**src/rtl/imem_loader_pkg.sv**
```systemverilog
// imem_loader shared types: FSM encoding and byte/word geometry.
// Optional checksum phase is enabled by IMEM_LOADER_CHECKSUM_EN.
package imem_loader_pkg;

  localparam int BYTES_PER_WORD = 4;
  localparam int DEFAULT_DEPTH  = 128;
  localparam int LANE_W         = $clog2(BYTES_PER_WORD);
  localparam int PACK_W         = 8 * BYTES_PER_WORD;

  typedef enum logic [2:0] {
    S_IDLE  = 3'd0,
    S_RECV  = 3'd1,
    S_WRITE = 3'd2,
    S_CHECK = 3'd3,
    S_DONE  = 3'd4
  } state_t;

  function automatic logic [LANE_W-1:0] top_lane();
    return LANE_W'(BYTES_PER_WORD - 1);
  endfunction

endpackage

```
**src/rtl/imem_loader_byte_packer.sv**
```systemverilog
// byte_packer: places stream bytes into a word, lane 0 first.
// Lane counter wraps after the top lane; clear wins over load.
module byte_packer
  import imem_loader_pkg::*;
(
  input  logic              clk,
  input  logic              rst,
  input  logic              clear,
  input  logic              load,
  input  logic [7:0]        data,
  output logic [PACK_W-1:0] word,
  output logic              last_lane
);

  logic [LANE_W-1:0] lane;

  always_ff @(posedge clk or negedge rst) begin
    if (!rst) begin
      lane <= '0;
      word <= '0;
    end else if (clear) begin
      lane <= '0;
    end else if (load) begin
      word[{lane, 3'b000} +: 8] <= data;
      lane <= lane + 1'b1;
    end
  end

  assign last_lane = (lane == top_lane());

endmodule

```
**src/rtl/imem_loader.sv**
```systemverilog
// imem_loader: boot-time byte stream to instruction-memory writer.
// Define IMEM_LOADER_CHECKSUM_EN to append a 4-byte sum check.
module imem_loader
  import imem_loader_pkg::*;
#(
  parameter int CNT_SIZE   = 32,
  parameter int WORD_WIDTH = 32,
  parameter int DEPTH      = DEFAULT_DEPTH
) (
  input  logic                  clk,
  input  logic                  rst,
  input  logic                  start,
  input  logic [CNT_SIZE-1:0]   len,
  input  logic                  byte_valid,
  input  logic [7:0]            byte_data,
  output logic                  byte_ready,
  output logic [CNT_SIZE-1:0]   mem_addr,
  output logic [WORD_WIDTH-1:0] mem_data,
  output logic                  mem_wr_en,
  output logic                  cpu_hold,
  output logic                  busy,
  output logic                  done,
  output logic                  err
);

  state_t              state;
  logic [CNT_SIZE-1:0] len_q;
  logic                fire;
  logic                pk_clear;
  logic                last_lane;
  logic                last_word;
  logic                too_long;
  logic [PACK_W-1:0]   word;

  assign fire      = byte_valid & byte_ready;
  assign too_long  = (len > CNT_SIZE'(DEPTH));
  assign last_word = (mem_addr == len_q - CNT_SIZE'(1));
  assign pk_clear  = ((state == S_IDLE) & start)
                   | (state == S_WRITE);
  assign mem_data  = word;

  byte_packer u_packer (
    .clk       (clk),
    .rst       (rst),
    .clear     (pk_clear),
    .load      (fire),
    .data      (byte_data),
    .word      (word),
    .last_lane (last_lane)
  );

`ifdef IMEM_LOADER_CHECKSUM_EN
  logic [PACK_W-1:0] sum_q;
  logic              sum_ok;

  // top byte is still on the bus when the last lane transfers
  assign sum_ok = ({byte_data, word[PACK_W-9:0]} == sum_q);
`endif

  always_ff @(posedge clk or negedge rst) begin
    if (!rst) begin
      state      <= S_IDLE;
      len_q      <= '0;
      mem_addr   <= '0;
      mem_wr_en  <= 1'b0;
      byte_ready <= 1'b0;
      busy       <= 1'b0;
      cpu_hold   <= 1'b0;
      done       <= 1'b0;
      err        <= 1'b0;
`ifdef IMEM_LOADER_CHECKSUM_EN
      sum_q      <= '0;
`endif
    end else begin
      mem_wr_en <= 1'b0;
      done      <= 1'b0;
      unique case (state)
        S_IDLE: begin
          if (start) begin
            if (too_long) begin
              err <= 1'b1;
            end else begin
              err      <= 1'b0;
              busy     <= 1'b1;
              cpu_hold <= 1'b1;
              if (len == '0) begin
                state <= S_DONE;
                done  <= 1'b1;
              end else begin
                state      <= S_RECV;
                len_q      <= len;
                mem_addr   <= '0;
                byte_ready <= 1'b1;
`ifdef IMEM_LOADER_CHECKSUM_EN
                sum_q      <= '0;
`endif
              end
            end
          end
        end
        S_RECV: begin
          if (fire && last_lane) begin
            state      <= S_WRITE;
            byte_ready <= 1'b0;
            mem_wr_en  <= 1'b1;
          end
        end
        S_WRITE: begin
`ifdef IMEM_LOADER_CHECKSUM_EN
          sum_q <= sum_q + word;
`endif
          if (last_word) begin
`ifdef IMEM_LOADER_CHECKSUM_EN
            state      <= S_CHECK;
            byte_ready <= 1'b1;
`else
            state <= S_DONE;
            done  <= 1'b1;
`endif
          end else begin
            state      <= S_RECV;
            mem_addr   <= mem_addr + CNT_SIZE'(1);
            byte_ready <= 1'b1;
          end
        end
`ifdef IMEM_LOADER_CHECKSUM_EN
        S_CHECK: begin
          if (fire && last_lane) begin
            byte_ready <= 1'b0;
            if (sum_ok) begin
              state <= S_DONE;
              done  <= 1'b1;
            end else begin
              state    <= S_IDLE;
              err      <= 1'b1;
              busy     <= 1'b0;
              cpu_hold <= 1'b0;
            end
          end
        end
`endif
        S_DONE: begin
          state    <= S_IDLE;
          busy     <= 1'b0;
          cpu_hold <= 1'b0;
        end
        default: begin
          state      <= S_IDLE;
          byte_ready <= 1'b0;
          busy       <= 1'b0;
          cpu_hold   <= 1'b0;
        end
      endcase
    end
  end

endmodule

```
**config.mk**
```make
export PLATFORM = sky130hd
export DESIGN_NAME = imem_loader
export DESIGN_NICKNAME = d
export VERILOG_FILES = /design/src/rtl/imem_loader_pkg.sv /design/src/rtl/imem_loader_byte_packer.sv /design/src/rtl/imem_loader.sv
export SDC_FILE = /design/constraint.sdc
export NUM_CORES = 1
export LEC_CHECK = 0
export CAP_MARGIN = 30
export CORE_ASPECT_RATIO = 0.7
export CORE_MARGIN = 1.5
export CORE_UTILIZATION = 58
export DETAILED_ROUTE_END_ITERATION = 16
export PLACE_DENSITY_LB_ADDON = 0.08
export REMOVE_ABC_BUFFERS = 1
export SLEW_MARGIN = 10
export SYNTH_ARGS = -nofsm -noshare
export SYNTH_HDL_FRONTEND = slang
export SYNTH_HIERARCHICAL = 1
export SYNTH_SLANG_ARGS = --single-unit
```
**constraint.sdc**
```tcl
create_clock -name clk -period 7.3 [get_ports clk]
set_input_delay 1.46 -clock clk [delete_from_list [all_inputs] [get_ports clk]]
set_output_delay 1.46 -clock clk [all_outputs]
set_load 0.01 [all_outputs]
```
# After elaboration in Yosys (flattened, before gate mapping)
# Index checks and enable logic that the tools add are counted.
[totals]
n_memories = 0
latchBits = 0
regBits = 106
inputBits = 44
rom_bits = 0
ram_bits = 0
out_inout_bits = 70
[classes]
n_div = 0
n_bitwise = 8
shift = 2
n_reduce_logical = 13
add_sub_neg = 4
magnitude_cmp = 1
muxes = 31
mul = 0
eq_ne = 10
[op_table]
columns = ["op", "n"]
rows = [
  ["2-to-1 mux 32 bit", 4],
  ["one-hot mux 32 bit (2 select lines)", 1],
  ["adder 32 x 1 -> 32 bit, second input constant", 1],
  ["bitwise mux 32 bit", 1],
  ["== test 32 bit", 1],
  ["> comparator 32 x 8 -> 1 bit, second input constant", 1],
  ["logical NOT 32 bit", 1],
  ["variable shift 8 x 7 -> 32 bit, first input constant", 1],
  ["variable part select 8 x 7 -> 32 bit", 1],
  ["subtractor 32 x 1 -> 32 bit, second input constant", 1],
  ["2-to-1 mux 3 bit", 5],
  ["2-to-1 mux 1 bit", 14],
  ["!= test 2 bit, second input constant", 5],
  ["one-hot mux 3 bit (3 select lines)", 1],
  ["negator 5 -> 7 bit", 1],
  ["AND reduction 3 bit", 2],
  ["AND reduction 6 bit", 1],
  ["NOT 1 bit", 5],
  ["AND reduction 5 bit", 1],
  ["2-to-1 mux 2 bit", 2],
  ["one-hot mux 1 bit (2 select lines)", 2],
  ["one-hot mux 1 bit (4 select lines)", 1],
  ["AND reduction 2 bit", 2],
  ["AND reduction 4 bit", 1],
  ["11 further kinds", 13],
]

# Logic depth before layout (Yosys ltp)
# Gate-level depths: netlist of run 1.
[logic_depth]
word_depth = 5
ltp_mapped = 14

# Cells and area by module
# Netlist of run 1, hierarchy kept.
[by_module_without_submodules]
columns = ["module", "cells_each", "area_each_um2", "instances"]
rows = [
  ["imem_loader", 549, 4824.6, 1],
  ["byte_packer", 150, 1652.8, 1],
]

# Least setup slack after synthesis of run 1
# No wires, ideal clock.
[synth_path]
kind = "register to register"
from = "register len_q[0]"
to = "register mem_addr[0]"
synth_period_minus_slack_ns = 3.657
n_path_buf = 4
path_slack_ns = 3.643
stages_incl_launch_ff = 15
arrival_ns = 3.539
path_cell_list = "dfrtp_1 > inv_1 > ha_1 > or3b_2 > clkbuf_1 > or4_1 > buf_2 > or4_1 > a211oi_2 > a2bb2oi_2 > and4_4 > buf_6 > buf_6 > nor3_1 > a21o_1"
[synth_via]
elab_chain_len = 4
[synth_lines]
columns = ["element", "line", "source"]
rows = [
  ["start, declared", "imem_loader.sv:27", "logic [CNT_SIZE-1:0] len_q;"],
  ["start signal, assigned", "imem_loader.sv:91", "len_q <= len;"],
  ["subtractor 32 x 1 -> 32 bit", "imem_loader.sv:37", "assign last_word = (mem_addr == len_q - CNT_SIZE'(1));"],
  ["== test 32 bit", "imem_loader.sv:37", ""],
  ["!= test 2 bit (no source line)", "-", ""],
  ["AND reduction 5 bit (no source line)", "-", ""],
  ["end signal, assigned", "imem_loader.sv:122", "mem_addr <= mem_addr + CNT_SIZE'(1);"],
  ["end, declared", "imem_loader.sv:17", "output logic [CNT_SIZE-1:0] mem_addr,"],
]
# No other way between the ends.
# A chain may end at the register's enable or synchronous reset.

# Final worst setup path of run 1
[layout_path]
from = "register len_q[0]"
to = "register state[0]"
[layout_via]
elab_chain_len = 4
[layout_lines]
columns = ["element", "line", "source"]
rows = [
  ["subtractor 32 x 1 -> 32 bit", "imem_loader.sv:37", ""],
  ["== test 32 bit", "imem_loader.sv:37", ""],
  ["2-to-1 mux 3 bit", "imem_loader.sv:112", "if (last_word) begin"],
  ["one-hot mux 3 bit (3 select lines)", "imem_loader.sv:77", "unique case (state)"],
  ["end signal, assigned", "imem_loader.sv:87", "state <= S_DONE;"],
  ["end signal, assigned", "imem_loader.sv:117", "state <= S_DONE;"],
  ["end signal, assigned", "imem_loader.sv:121", "state <= S_RECV;"],
  ["end, declared", "imem_loader.sv:26", "state_t state;"],
]
# No other way between the ends.

==> flow_summary.ini, run 1 <==
[run_status]
status = finished clean

[die]
initial_core_util_pct = 59.3
io_pins = 114
die_w_um = 129
die_h_um = 91.4
core_area_sq_mm = 0.0109
dieArea_sq_mm = 0.0118
rows = 32

[global_route]
grt_start_max_net_pins = 76
antenna_found_initial = 0
grt_usage_pct = 31.4
grt_pass1_vias = 5715
grt_pass1_wl_um = 29100
overflow = 0

[timing]
finClkSkew_ns = 0.0114
max_freq_ghz = 0.214
final.setup.tns_ns = 0
period_needed_ns = 4.67
worstMarginPinSlew_ns = 0.860
slew_headroom_pct = 42.1
slew_viol_final = 0
rsz0062_at_grt = false
hold_viol = 0
post-route-period-util_pct = 64.0
setup_violations = 0

[route]
drt-initial-drc-count = 545
viasPerCell = 6.55
antenna_left = 0
wirelength_um = 17900
drc_errors = 0
wl_per_cell_um = 19.0
dr.pass1.iters = 5
vias = 6173

[final_layout]
final_cell_area_sq_mm = 0.00798
nNetsFinal = 836
synthToLayoutAreaGrowth_pct = 23.1
layout_commonest_cell = clkdlybuf4s50_1
most-common-layout-cells = 112 x clkdlybuf4s50_1, 106 x dfrtp_1, 52 x nand2_1
drive_gt1_share_pct = 7.22
diodes = 0

[cts]
holdBufCountCts = 0
cts_root_buf = clkbuf_16
h-tree-depth = 3
cts.clk_slew.worst_paths_ns = 0.08
clkSinkCount = 106
cts_tree = built
clk_latency_ns = 0.36
cts_buffers = 9
cts_resized = 0
clk_path_buf_depth = 2
cts_setup_buffers = 0

[power_and_ir_drop]
power_mw = 1.13
irDropWorstVdd_mv = 0.113
powerDensity_mw_per_mm2 = 142
p_leak_nw = 3.23

[run]
max-cap-violations = 0

[hold_path]
min_from = state[2]$_DFFE_PN0P_
hold_class = reg -> reg

[setup_path]
path_class = reg -> reg
worstPathArrival_ns = 4.91
crit_start = len_q[0]$_DFFE_PN0P_
end_kind = flop
path_common_cell = or4_1
critical_path.cell_chain = inv_1 > ha_1 > or3b_2 > or4_1 > or4_1 > a211oi_2 > a2bb2oi_2 > and4_4 > nand2b_1 > o21ai_0
slowest_delay_ns = 0.72
cp_slowest_cell = and4_4
reg2reg_from = len_q[0]$_DFFE_PN0P_
critical-path-top-delay-family = simple AND/OR/NAND/NOR gates
critPathMaxFanout = 49
cp_num_buf_inv = 1
worst_setup_path_start_kind = flop
cp.required_ns = 7.54

[placed_design]
placed_area_sq_mm = 0.00763
globalplace.congestion = 0.909
place_hpwl_um = 12300
io_buffers = 113

[synthesis]
synth_seq_cells = 106
synth_cell_types = 69
synth_cells = 699
synth_enable_flop_cells = 0
synthFlopType = dfrtp_1
ys_seq_area_share_pct = 41.0
ys_warn_count = 6
syn-cell-area_sq_mm = 0.00648
async_flop_share_pct = 100
syn_avg_cell_area_sq_um = 9.27
[cells in the mapped netlist, drive strengths merged (14+ instances only)]
| master | instances | share of area, % |
|---|---|---|
| o32ai | 24 | 4.2 |
| nor2 | 37 | 2.1 |
| dfrtp | 106 | 41 |
| nor4 | 27 | 2.6 |
| o21ai | 43 | 3.3 |
| nand4 | 20 | 1.9 |
| xor2 | 14 | 1.9 |
| or4 | 26 | 3.0 |
| nand3 | 18 | 1.4 |
| o31ai | 16 | 1.9 |
| nand2 | 52 | 3.0 |
| xnor2 | 23 | 3.1 |
| clkbuf | 38 | 2.2 |
| a41oi | 14 | 1.9 |
| nor3 | 15 | 1.2 |
| nor2b | 24 | 2.3 |
| inv | 41 | 2.4 |
[stage by stage]
step	std cells	setup slack (ns)	util (%)	hold slack [ns]
6_report	942	2.63	73.0	0.501
5_1_grt	942	2.49	73.0	0.516
4_1_cts	939	2.70	72.5	0.494
3_5_place_dp	923	2.72	69.8	0.473
3_3_place_gp	922	2.99	69.7	0.473
2_1_floorplan	648	2.82	-	0.442
[worst reg2reg max path: stages, from the launching register on]
cell and delay [ns]:
dfrtp_1 0.43, inv_1 0.10, ha_1 0.18, or3b_2 0.56
or4_1 0.66, or4_1 0.54, a211oi_2 0.32, a2bb2oi_2 0.65
and4_4 0.72, nand2b_1 0.28, o21ai_0 0.11
[final cells by class]
type | count | area (sq um)
multi-input cells | 501 | 3440
fillers | 787 | 2950
flip-flops and latches | 106 | 2650
repair buffers | 125 | 1250
clock buffers | 9 | 225
well taps | 153 | 191
inverters | 41 | 154
clock inverters | 7 | 70.1
[per-layer routing]
| layer | vias up | wire [um] | track usage [%] |
|---|---|---|---|
| li1 | 2810 | - | - |
| met1 | 3033 | 8160 | 46.0 |
| met2 | 305 | 7960 | 45.7 |
| met3 | 25 | 1620 | 8.19 |
| met4 | 0 | 184 | 8.90 |
| met5 | - | 0 | 0 |
[power by group]
group	switching [mW]	total, mW	internal [mW]
Clock	0.243	0.484	0.241
Combinational	0.0266	0.0571	0.0305
Sequential	0.00204	0.592	0.590
Total	0.272	1.13	0.861
[final timing paths]
check | cells past startpoint | slack (ns) | to
max | 10 | 2.63 | state[0]$_DFFE_PN0P_
min | 1 | 0.50 | busy$_DFFE_PN0P_
max reg2reg | 10 | 2.63 | state[0]$_DFFE_PN0P_
min reg2reg | 1 | 0.50 | busy$_DFFE_PN0P_
max in group asynchronous | 3 | 5.34 | mem_addr[3]$_DFFE_PN0P_
min in group asynchronous | 1 | 1.03 | mem_addr[14]$_DFFE_PN0P_
[cell families after synthesis]
kind of cell | Yosys count | synth area share, %
xor+xnor | 37 | 5.00
simple gates | 277 | 24.3
fa+ha+maj | 8 | 1.55
compound gates | 170 | 20.6
flops | 106 | 41.0
buf+inv | 92 | 6.07
mux | 9 | 1.49
[sequential cells by signal, summed over array words and instances (netlist names)]
register and count:
len_q 32, u_packer/word 32, byte_ready 1, done 1
mem_addr 32, state 3, busy 1, mem_wr_en 1
err 1, u_packer/lane 2
(Power assumes the default switching activity.)
==> run 2, diff against run 1 <==
CORE_UTILIZATION = 49   (was 58)
clock period = 4.1 ns   (was 7.3 ns; I/O delays follow)
==> run 2 against run 1 <==
  * Fmax rose by 19%
  * Critical endpoint is now mem_addr[15]$_DFFE_PN0P_
  * Largest power group unchanged
  * Combinational power rose by 75%
  * Sequential share of layout area fell by 0.24 points
  * Highest routed layer unchanged
  * Sequential cell count did not move
  * First-iteration DRC count fell by 9.9%
  * Final cell count rose by 1.9%
  * Register-to-register slack got worse by 2.5 ns
  * Via count rose by 0.70%
==> flow_summary.ini, run 2 (synthesized netlist as in run 1, its figures left out) <==
[placed_design]
globalplace.congestion = 0.902
placed_area_sq_mm = 0.00774
place_hpwl_um = 14000
numPlacedInstances = 943
io_buffers = 113

[power_and_ir_drop]
irDropWorstVdd_mv = 0.207
power_mw = 2.00
p_switching_uw = 473
p_leak_nw = 3.26
powerDensity_mw_per_mm2 = 248
p_sw_share_pct = 23.7
p_clk_share_pct = 42.2
internal-power_mw = 1.52
pwr-share-comb_pct = 5.0
sequentialPowerShare_pct = 52.8

[die]
core_area_sq_mm = 0.0127
dieArea_sq_mm = 0.0139
die_h_um = 99.2
io_pins = 114
initial_core_util_pct = 51.1
die_w_um = 140
rows = 34

[timing]
worstMarginPinSlew_ns = 0.690
slew_viol_final = 0
setup_violations = 0
period_needed_ns = 3.94
whs_ns = 0.476
hold_viol = 0
max_freq_ghz = 0.254
slew_headroom_pct = 53.5
final.setup.tns_ns = 0
post-route-period-util_pct = 96.0
finClkSkew_ns = 0.00856

[run]
max-cap-violations = 0

[setup_path]
worst_setup_path_start_kind = flop
cp.required_ns = 4.33
cp_num_buf_inv = 2
cp_slowest_cell = or3b_2
crit_start = len_q[0]$_DFFE_PN0P_
critical_path.cell_chain = inv_1 > ha_1 > or3b_2 > or4_1 > o21ai_0 > or4bb_1 > nor3_1 > and4_4 > buf_4 > o31ai_1 > o41ai_1
path_class = reg -> reg
end_kind = flop
reg2reg_from = len_q[0]$_DFFE_PN0P_
slowest_delay_ns = 0.56
worstPathArrival_ns = 4.17
critPathMaxFanout = 14
critical-path-top-delay-family = simple AND/OR/NAND/NOR gates

[final_layout]
final_cell_area_sq_mm = 0.00804
most-common-layout-cells = 112 x clkdlybuf4s50_1, 106 x dfrtp_1, 52 x nand2_1
synthToLayoutAreaGrowth_pct = 24.0
fin_cells = 960
top_regs = len_q (32), mem_addr (32), u_packer/word (32)
drive_gt1_share_pct = 8.40
multi_input_area_sq_mm = 0.00346
fillers = 1036
diodes = 0
nNetsFinal = 845
layout_commonest_cell = clkdlybuf4s50_1
seqCellArea_sq_mm = 0.00265

[route]
viasPerCell = 6.48
dr.pass1.iters = 6
antenna_left = 0
drt-initial-drc-count = 491
wirelength_um = 19600
wl_per_cell_um = 20.4
drc_errors = 0
vias = 6216

[cts]
cts_buffers = 9
clk_latency_ns = 0.36
cts.clk_slew.worst_paths_ns = 0.08
cts_root_buf = clkbuf_16
cts_resized = 0
clkSinkCount = 106
clk_path_buf_depth = 2
cts_setup_buffers = 0
cts_tree = built
holdBufCountCts = 0
h-tree-depth = 3

[global_route]
grt_start_max_net_pins = 62
grt_usage_pct = 28.2
grt_pass1_vias = 5946
grt_pass1_wl_um = 31000
antenna_found_initial = 0
overflow = 0

[run_status]
status = finished clean

[hold_path]
hold_class = in -> async
==> run 2: cell count changes in the layout (fill, tap and decap cells not counted), sizes merged <==
cell	delta
and4	+1
buf	+10
clkinv	-2
clkdlybuf4s18	-1
clkinvlp	+1
==> run 2: power groups by stage <==
stage / clock network [mW] / registers (mW) / logic (mW)
final: 0.843 / 1.05 / 0.100
after global routing: 0.900 / 1.05 / 0.110
after floorplan: 0 / 1.08 / 0.0107
after global placement: 0 / 1.07 / 0.0997
after CTS: 0.861 / 1.05 / 0.102
after detailed placement: 0 / 1.07 / 0.101
==> run 2: metal layers <==
layer  part of all wire (%)  vias up  routed length [um]  global-route usage, %
met5                      0        -                   0                      0
met4                    1.2        0                 236                   7.69
met3                    8.0       27                1560                   5.01
met2                     45      313                8780                   44.0
met1                     46     3046                8980                   40.6
li1                       -     2830                   -                      -
==> run 2: final timing paths <==
| path | slack (ns) | cells after the start | end |
|---|---|---|---|
| worst max-delay path | 0.16 | 11 | mem_addr[15]$_DFFE_PN0P_ |
| worst min-delay path | 0.48 | 1 | mem_addr[20]$_DFFE_PN0P_ |
| worst max register to register | 0.16 | 11 | mem_addr[15]$_DFFE_PN0P_ |
| worst min register to register | 0.49 | 1 | u_packer/word[27]$_DFFE_PN0P_ |
| max in group asynchronous | 2.88 | 2 | busy$_DFFE_PN0P_ |
| min in group clk | 0.49 | 1 | u_packer/word[27]$_DFFE_PN0P_ |
==> run 2: per-stage QoR <==
stage | setup slack [ns] | util, %
floorplan | 0.223 | -
global placement | 0.344 | 61.0
detailed placement | 0.226 | 61.0
CTS | 0.207 | 63.2
global route | -0.0119 | 63.4
finish | 0.163 | 63.4
==> run 2: area by class of cell <==
class	count	area share (%)
multi-input cells	502	43.0
well taps	162	2.52
inverters	41	1.92
repair buffers	133	16.1
clock inverters	6	0.607
flip-flops and latches	106	33.0
clock buffers	10	2.85
==> run 2: worst reg2reg max path: stages, from the launching register on <==
cell     delay, ns
dfrtp_1       0.43
inv_1         0.09
ha_1          0.18
or3b_2        0.56
or4_1         0.49
o21ai_0       0.27
or4bb_1       0.54
nor3_1        0.40
and4_4        0.46
buf_4         0.22
o31ai_1       0.09
o41ai_1       0.10
